<file path="src/rtl/key_entry.sv">
// Keypad key entry: debounces decoded scan frames into one event per keystroke,
// collects BCD digits into an entry register and hands entries off over valid/ready.
module key_entry #(
  parameter int DEB_FRAMES = 3,
  parameter int DIGITS     = 4
) (
  input  logic                  clk,
  input  logic                  reset,
  input  logic                  scan_en,
  input  logic                  frame_start,
  input  logic                  press,
  input  logic [3:0]            scan_code,
  input  logic                  clear,
  input  logic                  enter,
  output logic                  key_evt,
  output logic [3:0]            key_val,
  output logic [4*DIGITS-1:0]   digits,
  output logic [2:0]            count,
  output logic                  overflow,
  output logic                  out_valid,
  output logic [4*DIGITS-1:0]   out_data,
  input  logic                  out_ready
);

  localparam logic [3:0] DEB_LAST = 4'(DEB_FRAMES);
  localparam logic [2:0] DIG_MAX  = 3'(DIGITS);

  typedef enum logic [1:0] {
    IDLE    = 2'd0,
    CONFIRM = 2'd1,
    HELD    = 2'd2,
    RELEASE = 2'd3
  } deb_state_t;

  // Debounce state is kept as a named signal so checkers can bind to it.
  deb_state_t deb_state;
  logic [3:0] cnt;
  logic [3:0] cand;
  logic [3:0] cnt_inc;

  logic       acc_has;
  logic       acc_conf;
  logic [3:0] acc_code;
  logic       slot_key;
  logic       frame_digit;

  logic                enter_ok;
  logic [4*DIGITS-1:0] key_ext;
  logic [4*DIGITS-1:0] digits_shift;

  // Codes above 9 are treated as if no key were pressed in that slot.
  assign slot_key    = scan_en && press && (scan_code <= 4'd9);
  assign frame_digit = acc_has && !acc_conf;
  assign cnt_inc     = cnt + 4'd1;

  assign enter_ok     = enter && (count != 3'd0) && !out_valid;
  assign key_ext      = (4*DIGITS)'(key_val);
  assign digits_shift = (digits << 4) | key_ext;

  // Frame accumulator; a slot arriving with frame_start opens the new frame.
  always_ff @(posedge clk) begin
    if (!reset) begin
      acc_has  <= 1'b0;
      acc_conf <= 1'b0;
      acc_code <= 4'd0;
    end else if (frame_start) begin
      acc_has  <= slot_key;
      acc_conf <= 1'b0;
      acc_code <= scan_code;
    end else if (slot_key) begin
      if (!acc_has) begin
        acc_has  <= 1'b1;
        acc_code <= scan_code;
      end else if (scan_code != acc_code) begin
        acc_conf <= 1'b1;
      end
    end
  end

  // Debounce FSM, stepped once per closed frame.
  always_ff @(posedge clk) begin
    if (!reset) begin
      deb_state <= IDLE;
      cnt       <= 4'd0;
      cand      <= 4'd0;
      key_evt   <= 1'b0;
      key_val   <= 4'hF;
    end else begin
      key_evt <= 1'b0;
      if (frame_start) begin
        case (deb_state)
          IDLE: begin
            if (frame_digit) begin
              cand      <= acc_code;
              cnt       <= 4'd1;
              deb_state <= CONFIRM;
            end
          end
          CONFIRM: begin
            if (!frame_digit) begin
              deb_state <= IDLE;
            end else if (acc_code == cand) begin
              cnt <= cnt_inc;
              if (cnt_inc == DEB_LAST) begin
                deb_state <= HELD;
                key_val   <= cand;
                key_evt   <= 1'b1;
              end
            end else begin
              cand <= acc_code;
              cnt  <= 4'd1;
            end
          end
          HELD: begin
            if (!frame_digit) begin
              cnt       <= 4'd1;
              deb_state <= RELEASE;
            end
          end
          RELEASE: begin
            if (frame_digit) begin
              deb_state <= HELD;
            end else begin
              cnt <= cnt_inc;
              if (cnt_inc == DEB_LAST) deb_state <= IDLE;
            end
          end
          default: deb_state <= IDLE;
        endcase
      end
    end
  end

  // Entry register and output hand-off. Handshake: out_data is offered while
  // out_valid is high and held stable; an edge with out_valid && out_ready
  // retires it, and no new entry is captured until then.
  always_ff @(posedge clk) begin
    if (!reset) begin
      digits    <= '0;
      count     <= 3'd0;
      overflow  <= 1'b0;
      out_valid <= 1'b0;
      out_data  <= '0;
    end else begin
      if (out_valid && out_ready) out_valid <= 1'b0;
      if (clear) begin
        digits   <= '0;
        count    <= 3'd0;
        overflow <= 1'b0;
      end else begin
        if (enter_ok) begin
          out_data  <= digits;
          out_valid <= 1'b1;
        end
        if (key_evt) begin
          if (enter_ok) begin
            // The captured entry excludes this digit; it starts the next one.
            digits   <= key_ext;
            count    <= 3'd1;
            overflow <= 1'b0;
          end else if (count < DIG_MAX) begin
            digits <= digits_shift;
            count  <= count + 3'd1;
          end else begin
            overflow <= 1'b1;
          end
        end else if (enter_ok) begin
          digits   <= '0;
          count    <= 3'd0;
          overflow <= 1'b0;
        end
      end
    end
  end

endmodule

</file>
<file path="config.mk">
export PLATFORM = sky130hd
export DESIGN_NAME = key_entry
export DESIGN_NICKNAME = d
export VERILOG_FILES = /design/src/rtl/key_entry.sv
export SDC_FILE = /design/constraint.sdc
export NUM_CORES = 1
export LEC_CHECK = 0
export ABC_AREA = 1
export CORE_MARGIN = 3
export CORE_UTILIZATION = 50
export CTS_CLUSTER_DIAMETER = 30
export DETAILED_ROUTE_END_ITERATION = 8
export HOLD_SLACK_MARGIN = 0.15
export PLACE_DENSITY = 0.9
export SLEW_MARGIN = 10
export SYNTH_ARGS = -nofsm -noshare
export SYNTH_HDL_FRONTEND = slang
export SYNTH_SLANG_ARGS = --single-unit
export TNS_END_PERCENT = 20
</file>
<file path="constraint.sdc">
create_clock -name clk -period 1.5 [get_ports clk]
set_input_delay 0.3 -clock clk [delete_from_list [all_inputs] [get_ports clk]]
set_output_delay 0.3 -clock clk [all_outputs]
set_load 0.01 [all_outputs]
</file>
; ---- Yosys cells after proc, flatten, opt, wreduce, memory -nomap -nowiden
; Index checks and enable logic that the tools add are counted.
[totals]
reg_bits = 58
latchBits = 0
ram_bits = 0
romBits = 0
inputBits = 12
out_inout_bits = 42
wordCells = 101
mem_count = 0
[op_classes]
n_addsub = 2
mul = 0
div_mod_pow = 0
order_cmp = 2
n_eq_ne = 16
n_shift = 0
mux = 39
bitwise_logic = 3
reduce_logical = 26
[ops]
columns = op, n
row1 = 16-bit two-way mux, 4
row2 = 4-bit two-way mux, 11
row3 = 5-bit AND reduction, 4
row4 = 16-bit by 4-bit OR with 16-bit output, 1
row5 = 4-bit one-hot mux with 4 select lines, 1
row6 = 2-bit two-way mux, 7
row7 = "2-bit inequality test, second input constant", 7
row8 = 3-bit two-way mux, 4
row9 = 1-bit two-way mux, 10
row10 = "3-bit inequality test, second input constant", 3
row11 = 2-bit one-hot mux with 4 select lines, 1
row12 = 4-bit one-hot mux with 2 select lines, 1
row13 = 2-bit AND reduction, 4
row14 = 2-bit nonzero test, 4
row15 = 1-bit logical AND, 6
row16 = 6-bit AND reduction, 1
row17 = "4-bit by 1-bit adder with 4-bit output, second input constant", 1
row18 = "2-bit equality test, second input constant", 2
row19 = "4-bit by 2-bit equality test with 1-bit output, second input constant", 1
row20 = 4-bit equality test, 1
row21 = "4-bit <= comparator, second input constant", 1
row22 = 4-bit inequality test, 1
row23 = 2-bit OR reduction, 2
row24 = "3-bit by 1-bit adder with 3-bit output, second input constant", 1
row25 = other kinds (7), 9

; ---- Depth between registers and ports, before layout
[logic_depth]
depth_word = 6
ltp_mapped = 12
depth_no_buf = 12

; ---- Worst setup path after synthesis
; OpenSTA, ideal clock, no wires.
[synth_timing]
path_type = register -> register
from = reg count[0]
to = reg out_data[0]
setup_time_ps = 135
t_arrival_ps = 1298
required_ps = 1365
slack_ps = 66
path_stages_with_launch = 10
path_buffers = 1
synth_period_minus_slack_ps = 1434
cell_sequence = dfxtp_1 > inv_1 > ha_1 > inv_1 > nor2_2 > nor2_8 > nand2_2 > buf_4 > nand2_1 > a21oi_1
[synth_via]
elab_chain_len = 4
[synth_lines]
columns = item, line_no
row1 = from (decl), 18  ; output logic [2:0] count,
row2 = from (signal assigned), 163  ; count <= count + 3'd1;
row3 = 3-bit nonzero test, 56  ; assign enter_ok = enter && (count != 3'd0) && !out_valid;
row4 = 1-bit logical AND (2 in series), 56
row5 = 2-bit AND reduction (no line), --
row6 = to (signal assigned), 152  ; out_data <= digits;
row7 = to (decl), 21  ; output logic [4*DIGITS-1:0] out_data,
; No other way between the ends.
; A chain may end at the register's enable or synchronous reset.

==> results.json <==
{
  "firstDrtPassIters": 4,
  "post-route-period-util_pct": 96.3,
  "synth.avg_cell_area_um2": 7.58,
  "mostFrequentLayoutCells": "79 x nand2_1, 51 x a21oi_1, 51 x dfxtp_1",
  "synthArstFlopShare_pct": 0,
  "r2r_slack_ns": 0.06,
  "die_h_um": 76.2,
  "cts_tree": "yes",
  "cap_violations": 0,
  "final_common_cell": "nand2_1",
  "postCtsSetupRepairBufs": 0,
  "report.final.slew_viol_count": 0,
  "layout-drive-gt1-share_pct": 18.3,
  "rsz0062_at_grt": "true",
  "crit_path_max_fanout": 4,
  "synthCells": 325,
  "critPathCaptureType": "register",
  "drc_errors": 0,
  "rr_worst_depth": 11,
  "fin_skew_ns": 0.00728,
  "grt_start_max_net_pins": 21,
  "leakage_nw": 1.49,
  "finalHoldViolCount": 0,
  "cts_made_buffers": 9,
  "setup_viol": 0,
  "vias_per_cell": 5.29,
  "max_freq_mhz": 693,
  "final_util_pct": 75.8,
  "overflow": 0,
  "fin_area_um2": 3460,
  "antenna_found_initial": 0,
  "required_ns": 1.74,
  "netlist_area_um2": 2460,
  "synth_cell_types": 31,
  "min_period_ns": 1.44,
  "core_area_um2": 4560,
  "yosys_warnings": 0,
  "htreeDepth": 3,
  "synth_top_area_share_pct": 47.1,
  "synth_seq_cells": 58,
  "area_delta_synth_final_pct": 40.4,
  "clockBufferDepth": 2,
  "port-buffer-count": 53,
  "cts_root_buf": "clkbuf_8",
  "holdBufCountCts": 0,
  "placed_area_um2": 3210,
  "clkSlewWorstSetupHoldPaths_ns": 0.06,
  "maxSlewHeadroom_pct": 74.0,
  "drt_iter0_drc": 222,
  "routabilityCongestion": 0.874,
  "ant_nets": 0,
  "vdd_drop_max_v": 0.000582,
  "vias": 2509,
  "clock-sinks": 58,
  "multi_input_area_um2": 1200,
  "grt_usage_pct": 22.1,
  "crit_arrival_ns": 1.68,
  "yosysSeqAreaShare_pct": 47.1,
  "die_w_um": 76.2,
  "clock_latency_ns": 0.35,
  "ios": 54,
  "hold_end": "out_data[15]$_SDFFE_PN0P_",
  "grt_pass1_vias": 2408,
  "path_class": "register to register",
  "dieArea_um2": 5810,
  "tightest_slew_ns": 0.387,
  "synth-edff-count": 0,
  "synthFlopType": "dfxtp_1",
  "wl_um": 6370,
  "num_rows": 24,
  "final-seq-area_um2": 1170,
  "drt-wirelength-per-cell_um": 13.4,
  "hold_depth": 2,
  "synthTopCellsByArea": "dfxtp_1 47%, nand2_1 13%, a21oi_1 10%, nand3_1 6.1%, inv_1 4.3%",
  "yosysTopAreaCell": "dfxtp_1",
  "power_density_nw_per_um2": 981,
  "diodes": 0,
  "fill_cells": 341,
  "r2r-start": "cnt[0]$_SDFFE_PN0P_",
  "fin_nets": 420,
  "synth_fp_nets": 341,
  "min_path_type": "register to register",
  "hp-start": "out_data[15]$_SDFFE_PN0P_",
  "status": "complete, no violations",
  "start_util_pct": 54.0,
  "hpwlAfterDp_um": 4460,
  "startpoint_type": "register",
  "grt_pass1_wl_um": 10400
}
[what timing repair did]
action / 4_1_cts / 5_1_grt
setup endpoints to repair: 48 / 38
pin swaps: 0 / 4
endpoints found under the hold margin: 0 / 0
gates resized for setup: 47 / 20
[power breakdown]
group | internal, mW | switching, mW | total (mW) | leakage, nW
clock | 0.974 | 0.632 | 1.61 | 0.109
sequential | 1.56 | 0.0193 | 1.58 | 0.472
combinational | 0.0912 | 0.119 | 0.211 | 0.914
[cell usage after synthesis, types with 2 or more instances]
cell and number:
nand2_1 83, dfxtp_1 58, a21oi_1 51, nand3_1 30, inv_1 28, nor2_1 15
o21ai_0 9, clkbuf_1 4, ha_1 4, nand2_2 4, o211ai_1 4, xnor2_1 4
a21oi_2 3, buf_2 3, inv_2 3, nor2_2 3, nor3_1 3, buf_4 2
nand4_1 2
[flip-flops by register name, summed over array words and instances, names as in the netlist, 3 cells and up, named ones only]
| register | flops |
|---|---|
| out_data | 16 |
| cnt | 4 |
| count | 3 |
| digits | 16 |
| acc_code | 4 |
| cand | 4 |
| key_val | 4 |
[worst max-delay path, cell delays in order, from the launching register on]
cell and delay [ns]:
dfxtp_4 0.36, buf_4 0.14, nand3_1 0.07, nand2_1 0.09, nand2_1 0.13, nand2_2 0.09
nand2_2 0.06, nand3_2 0.09, nor2_2 0.14, nand3_1 0.08, nand2_1 0.07, nor2_1 0.04
[final cells by class]
type	instances	share of cell area (%)
Clock buffer	11	4.09
Sequential cell	58	33.9
Tap cell	65	2.35
Clock inverter	5	2.24
Inverter	32	3.47
Timing Repair Buffer	77	19.1
Multi-Input combinational cell	226	34.8
[per-layer routing]
layer / vias to the layer above / GRT usage [%] / part of all wire [%]
met5: - / 0 / 0
met4: 0 / 12.5 / 3.2
met3: 20 / 6.03 / 6.1
met2: 92 / 37.4 / 50
met1: 1168 / 25.0 / 41
li1: 1229 / - / -
[through the flow]
stage | setup slack, ns | instances | setup TNS (ns) | power [mW] | hold slack, ns
after floorplan | 0.0665 | 325 | 0 | 1.72 | 0.379
after global placement | -0.106 | 458 | -3.31 | 1.80 | 0.449
after detailed placement | -0.186 | 458 | -4.52 | 1.81 | 0.453
after CTS | 0.00487 | 474 | 0 | 3.38 | 0.460
after global routing | -0.0786 | 474 | -0.312 | 3.48 | 0.493
final | 0.0562 | 474 | 0 | 3.39 | 0.456
[logic make-up after synthesis]
kind of cell,after synthesis,share of synthesized area [%]
adder cells (fa/ha/maj),4,2.03
AO/OA/AOI/OAI,73,16.5
XOR/XNOR,4,1.42
AND/OR/NAND/NOR,145,26.2
flip-flops,58,47.1
buffers and inverters,41,6.70
[worst max path at each step]
stage                                        start                       end  slack, ns  depth (start not counted)
after global placement                       enter   digits[13]$_SDFFE_PP0P_      -0.11                          6
after global routing      acc_code[2]$_SDFFE_PN0P_                  register      -0.08                         11
after CTS                      cnt[0]$_SDFFE_PN0P_                  register      0.005                         12
final                          cnt[0]$_SDFFE_PN0P_                  register       0.06                         11
after detailed placement              scan_code[3]  acc_code[0]$_SDFFE_PN0P_      -0.19                          6
after floorplan              count[0]$_SDFFE_PP0P_  out_data[0]$_SDFFE_PN0P_       0.07                          9
(Power assumes the default switching activity.)
==> variant 1: new RTL, config.mk and constraints unchanged <==
Make the reset (`reset`) asynchronous in 3 clocked blocks.
--- a/src/rtl/key_entry.sv
+++ b/src/rtl/key_entry.sv
@@ -60,3 +60,3 @@
   // Frame accumulator; a slot arriving with frame_start opens the new frame.
-  always_ff @(posedge clk) begin
+  always_ff @(posedge clk or negedge reset) begin
     if (!reset) begin
@@ -80,3 +80,3 @@
   // Debounce FSM, stepped once per closed frame.
-  always_ff @(posedge clk) begin
+  always_ff @(posedge clk or negedge reset) begin
     if (!reset) begin
@@ -136,3 +136,3 @@
   // retires it, and no new entry is captured until then.
-  always_ff @(posedge clk) begin
+  always_ff @(posedge clk or negedge reset) begin
     if (!reset) begin
Formal check against the unedited RTL: not equivalent (Yosys sat finds a counterexample within 10 cycles, from zero or initial values and one cycle with reset low; the reset may be asserted at any time).
==> variant 1 against the unedited design <==
- the flow now finishes with violations (setup timing)
- wire length increased by 14%
- largest cell class is now registers
- area after synthesis up 5.4%
- setup slack got worse by 190 ps
- highest routed layer unchanged
- sequential cell count did not move
- design area grew 15%
Power is not compared: it rests on default switching activity, and its combinational part moved more than twofold at a synthesized area within 25%.
==> variant 1: results (changes against the unedited design) <==
Status
  – Outcome: finished with violations
  – Failing checks: setup timing

Placement
  – Placer Congestion: 0.800 (-8.4%)
  – Detailed Place HPWL: 4300 um (-3.7%)
  – Dpl ws: -343 ps (-157 ps)
  – Placed Area: 3390 um2 (+5.6%)

Synth
  – Ys flop type: dfrtp_1
  – Top post-synthesis cells by area: dfrtp_1 (52%), nand2_1 (9.4%), inv_1 (6.2%)
  – Sequential share of the synthesized area: 0.560 (+0.0894)
  – List of most frequent post-synthesis cells: nand2_1 (65), dfrtp_1 (54), inv_1 (43), o21ai_0 (20), o21ai_2 (17)
  – Yosys cell types: 25 (-19%)
  – Net count after synthesis: 296 (-13%)
  – Async S/R FF share, synth: 1.00 (+1.00)

Hold path
  – Min-delay worst type: primary input to async pin

CTS
  – Total CTS buffers: 9 (unchanged)
  – H-Tree Depth: 3 (unchanged)

Global route
  – Pin count of the biggest net entering global routing: 24 (+14%)
  – GRT Total Usage: 0.229 (+0.00838)
  – Grt met3 use: 0.0677 (+0.00738)
  – Met1 Use GR: 0.274 (+0.0246)
  – Met2 Resource Use GR: 0.389 (+0.0144)
  – Vias in the first global route: 2323 (-3.5%)
  – First-pass GRT wire length: 10800 um (+3.2%)

STA
  – Slew Limit Headroom: 0.754 (+0.0142)
  – Post-route setup slack: -130 ps (-186 ps)
  – Hold Slack: 405 ps (-51.0 ps)
  – Setup Skew: 6.32 ps (-0.953 ps)
  – # setup viols final: 36 (+36)
  – Setup TNS: -2570 ps (-2570 ps)

Finish
  – Nets: 384 (-8.6%)
  – Ant. Diodes: 0 (unchanged)
  – Share of layout cells above drive strength 1: 0.338 (+0.154)

Detailed routing
  – Vias: 2317 (-7.7%)
  – Routed WL: 7250 um (+14%)
  – Initial DRC count: 164 (-26%)

Worst setup path
  – R2R cell count: 10 (-1)
  – Arrival time worst endpoint: 1860 ps (+180 ps)
  – Critical Path Fanout Max: 8 (+4)
  – Worst setup startpoint: count[0]
## variant 1: cell count changes after synthesis, moves of 11 or more
| cell | before | now |
|---|---|---|
| nand3_1 | 30 | 11 |
| inv_1 | 28 | 43 |
| a21oi_1 | 51 | 5 |
| o21ai_2 | 1 | 17 |
| o22ai_1 | 0 | 13 |
| nand2_1 | 83 | 65 |
| o21ai_0 | 9 | 20 |
| dfxtp_1 | 58 | 0 |
| dfrtp_1 | 0 | 54 |
## variant 1: per-stage QoR
step	util	instances	power [mW]
3_3_place_gp	0.695	417	2.59
2_1_floorplan	-	280	2.30
6_report	0.815	440	4.52
4_1_cts	0.745	435	4.32
3_5_place_dp	0.695	417	2.64
5_1_grt	0.815	440	4.72
## variant 1: path summary, 6_finish.rpt
path | endpoint
min in group clk | key_val[3]
worst max-delay path | out_data[10]
worst max register to register | out_data[10]
worst min register to register | key_val[3]
max in group asynchronous | out_data[11]
worst min-delay path | out_data[2]
## variant 1: kinds of logic (layout without fill, tap and decap cells)
family | Yosys count | after routing | synth area share
buffers and inverters | 52 | 145 | 0.0881
AND/OR/NAND/NOR | 101 | 101 | 0.164
XOR/XNOR | 6 | 6 | 0.0202
adder cells (fa/ha/maj) | 4 | 4 | 0.0193
AO/OA/AOI/OAI | 59 | 59 | 0.148
flip-flops | 58 | 58 | 0.560
## variant 1: cell type report
class / count / area (um2)
clock inverter: 4 / 72.6
multi-input combinational: 170 / 1200
inverter: 45 / 169
sequential: 58 / 1460
fill: 280 / 903
timing repair buffer: 84 / 826
tap: 67 / 83.8
clock buffer: 12 / 165
## variant 1: layer usage
metal | routed length [um] | part of all wire | vias to the layer above
met5 | 0 | 0 | -
met1 | 2870 | 0.40 | 1130
met4 | 172 | 0.024 | 0
li1 | - | - | 1097
met2 | 3880 | 0.54 | 74
met3 | 328 | 0.045 | 16
## variant 1: power breakdown
| group | total [mW] | switching, mW | internal [mW] | leakage, nW |
|---|---|---|---|---|
| clock | 1.70 | 0.630 | 1.07 | 0.119 |
| combinational | 0.952 | 0.546 | 0.406 | 1.04 |
| sequential | 1.86 | 0.149 | 1.72 | 0.758 |
| total | 4.52 | 1.33 | 3.19 | 1.92 |
## variant 1: critical path, stage by stage, from the launching register on
cell       delay [ps]
dfrtp_1           370
inv_2              70
ha_4              160
inv_2              50
nor2_2             40
nor3_4            180
inv_2              60
or2_4             290
clkbuf_16         190
nand2_2            70
o21ai_2            50
## variant 1: timing repair
item	in CTS	in global routing
hold buffers	1	0
gates resized for setup	50	65
cloned	1	2
buffers inserted	0	3
endpoints found under the hold margin	25	0
pin swaps	0	8
endpoints found under the setup margin	79	51
==> variant 2: new RTL, same settings <==
Made on the original files. `DIGITS`: 4 -> 3.
--- a/src/rtl/key_entry.sv
+++ b/src/rtl/key_entry.sv
@@ -4,3 +4,3 @@
   parameter int DEB_FRAMES = 3,
-  parameter int DIGITS     = 4
+  parameter int DIGITS     = 3
 ) (
Interface: changed (resized digits and out_data); port bits go from 54 to 46. The function was not compared with the original's and may differ.
==> variant 2 against the unedited design <==
- the flow now finishes with violations (setup timing)
- total power fell by 29%
- die area fell by 10%
- count of clock-buffer cells in the layout fell by 4
- worst hold slack got worse by 11 ps
- setup slack got worse by 180 ps
- wire length fell by 3.6%
- area after synthesis fell by 11%
- utilization rose by 5.4 points
- sequential share of layout area fell by 3.1 points
- largest cell class unchanged
- design area fell by 3.4%
- sequential cell count fell by 8
==> variant 2: results (changes against the unedited design) <==
Synth
  – Top post-synthesis cells by area: dfxtp_1 (46%), nand2_1 (10%), a21oi_1 (9.8%)
  – Yosys cell types: 26 (-16%)
  – Net count after synthesis: 317 (-7.0%)
  – Synth Instances: 301 (-7.4%)
  – List of most frequent post-synthesis cells: nand2_1 (61), dfxtp_1 (50), inv_1 (44), a21oi_1 (43), nor2_1 (27)

Detailed routing
  – Wire length on met1: 2350 um (-9.1%)
  – Routed WL: 6140 um (-3.6%)
  – Met3 WL: 290 um (-26%)
  – Initial DRC count: 128 (-42%)
  – Vias per cell: 5.35 (+1.0%)
  – Met2 Wirelength: 3390 um (+6.1%)

STA
  – Post-route setup slack: -126 ps (-182 ps)
  – # setup viols final: 14 (+14)
  – Setup Skew: 11.9 ps (+4.63 ps)
  – Slew @ Worst Pin: 341 ps (-46.7 ps)
  – Final Critical Period: 1630 ps (+182 ps)

CTS
  – Total CTS buffers: 5 (-4)
  – Clk slew on worst S/H paths: 90 ps (+30 ps)
  – H-Tree Depth: 2 (-1)
  – Latest clock arrival within the worst-skew pair: 300 ps (-50 ps)

Global route
  – First-pass GRT wire length: 9220 um (-12%)
  – Pin count of the biggest net entering global routing: 28 (+33%)
  – GRT Total Usage: 0.221 (about the same)
  – Vias in the first global route: 2211 (-8.2%)

Worst setup path
  – Worst setup startpoint: count[0]
  – Critical Path Fanout Max: 5 (+1)
  – Arrival time worst endpoint: 1820 ps (+140 ps)

Power and ir drop
  – Worst ir drop on vdd: 630 uV (+8.1%)
  – Leakage: 1.61 nW (+7.7%)

Status
  – Failing checks: setup timing
  – Outcome: finished with violations

Placement
  – IO buf count: 45 (-15%)
  – Placed Area: 2980 um2 (-7.3%)
  – Dpl ws: -286 ps (-99.8 ps)
  – Placer Congestion: 0.858 (-1.8%)
  – Detailed Place HPWL: 4040 um (-9.3%)

Finish
  – Count of non-filler cells in the finished layout: 445 (-6.1%)
  – Share of layout cells above drive strength 1: 0.304 (+0.120)
  – Nets: 410 (-2.4%)
  – Top Registers: digits x12, out_data x12

Hold path
  – Hold wc startpoint: out_data[9]
variant 2: cell types whose count changed after synthesis, sizes merged, moves of 8 or more:
cell   before  now
nand2      87   61
nand3      31   16
nor2       20   29
o21ai      11   25
a21oi      55   44
inv        31   46
dfxtp      58   50
variant 2: final cells by class:
class / instances / area [um2]
inverter: 47 / 180
multi-input combinational: 197 / 1150
fill: 272 / 774
tap: 50 / 62.6
clock inverter: 1 / 6.26
timing repair buffer: 93 / 840
sequential: 50 / 1030
clock buffer: 7 / 76.3
variant 2: per-stage QoR:
| stage | hold WS (ps) | setup TNS [ps] | utilization |
|---|---|---|---|
| CTS | 448 | -826 | 0.756 |
| global placement | 428 | -4540 | 0.723 |
| floorplan | 427 | -860 | - |
| detailed placement | 437 | -7190 | 0.723 |
| finish | 445 | -998 | 0.812 |
| global route | 473 | -2420 | 0.812 |
variant 2: worst reg2reg max path, stage by stage, from the launching register on:
cell and delay [ps]:
dfxtp_4 370, inv_4 40, ha_4 140, nand2_2 60, nand2_2 80, nor2_4 140, inv_2 50, or2_4 270
buf_6 140, o21ai_2 180, a21oi_2 50
variant 2: per-layer routing:
layer,global-route usage,vias up
met3,0.0416,14
met1,0.237,1121
met5,0,-
li1,-,1162
met2,0.418,82
met4,0.0939,0
variant 2: repair_timing:
| action | 4_1_cts | 5_1_grt |
|---|---|---|
| setup buffers | 1 | 5 |
| setup endpoints to repair | 49 | 49 |
| gates cloned | 1 | 0 |
| gates resized for setup | 45 | 63 |
| pin swaps | 5 | 18 |
variant 2: cell families (layout without fill, tap and decap cells):
kind of cell | Yosys count | in the layout | share of synthesized area
fa+ha+maj | 4 | 4 | 0.0228
simple gates | 113 | 113 | 0.214
xor+xnor | 6 | 6 | 0.0239
buf+inv | 54 | 148 | 0.103
flops | 50 | 50 | 0.456
compound gates | 74 | 74 | 0.180
variant 2: report_power, final:
group	internal, mW	total (mW)	switching [mW]
Clock	0.332	0.759	0.427
Combinational	0.147	0.293	0.146
Sequential	1.34	1.36	0.0192
Total	1.82	2.41	0.593
variant 2: path summary, 6_finish.rpt:
path	endpoint	slack [ps]	cells after the start
max reg2reg	out_data[11]	-130	10
min reg2reg	out_data[9]	450	2
min	out_data[9]	450	2
max	out_data[11]	-130	10
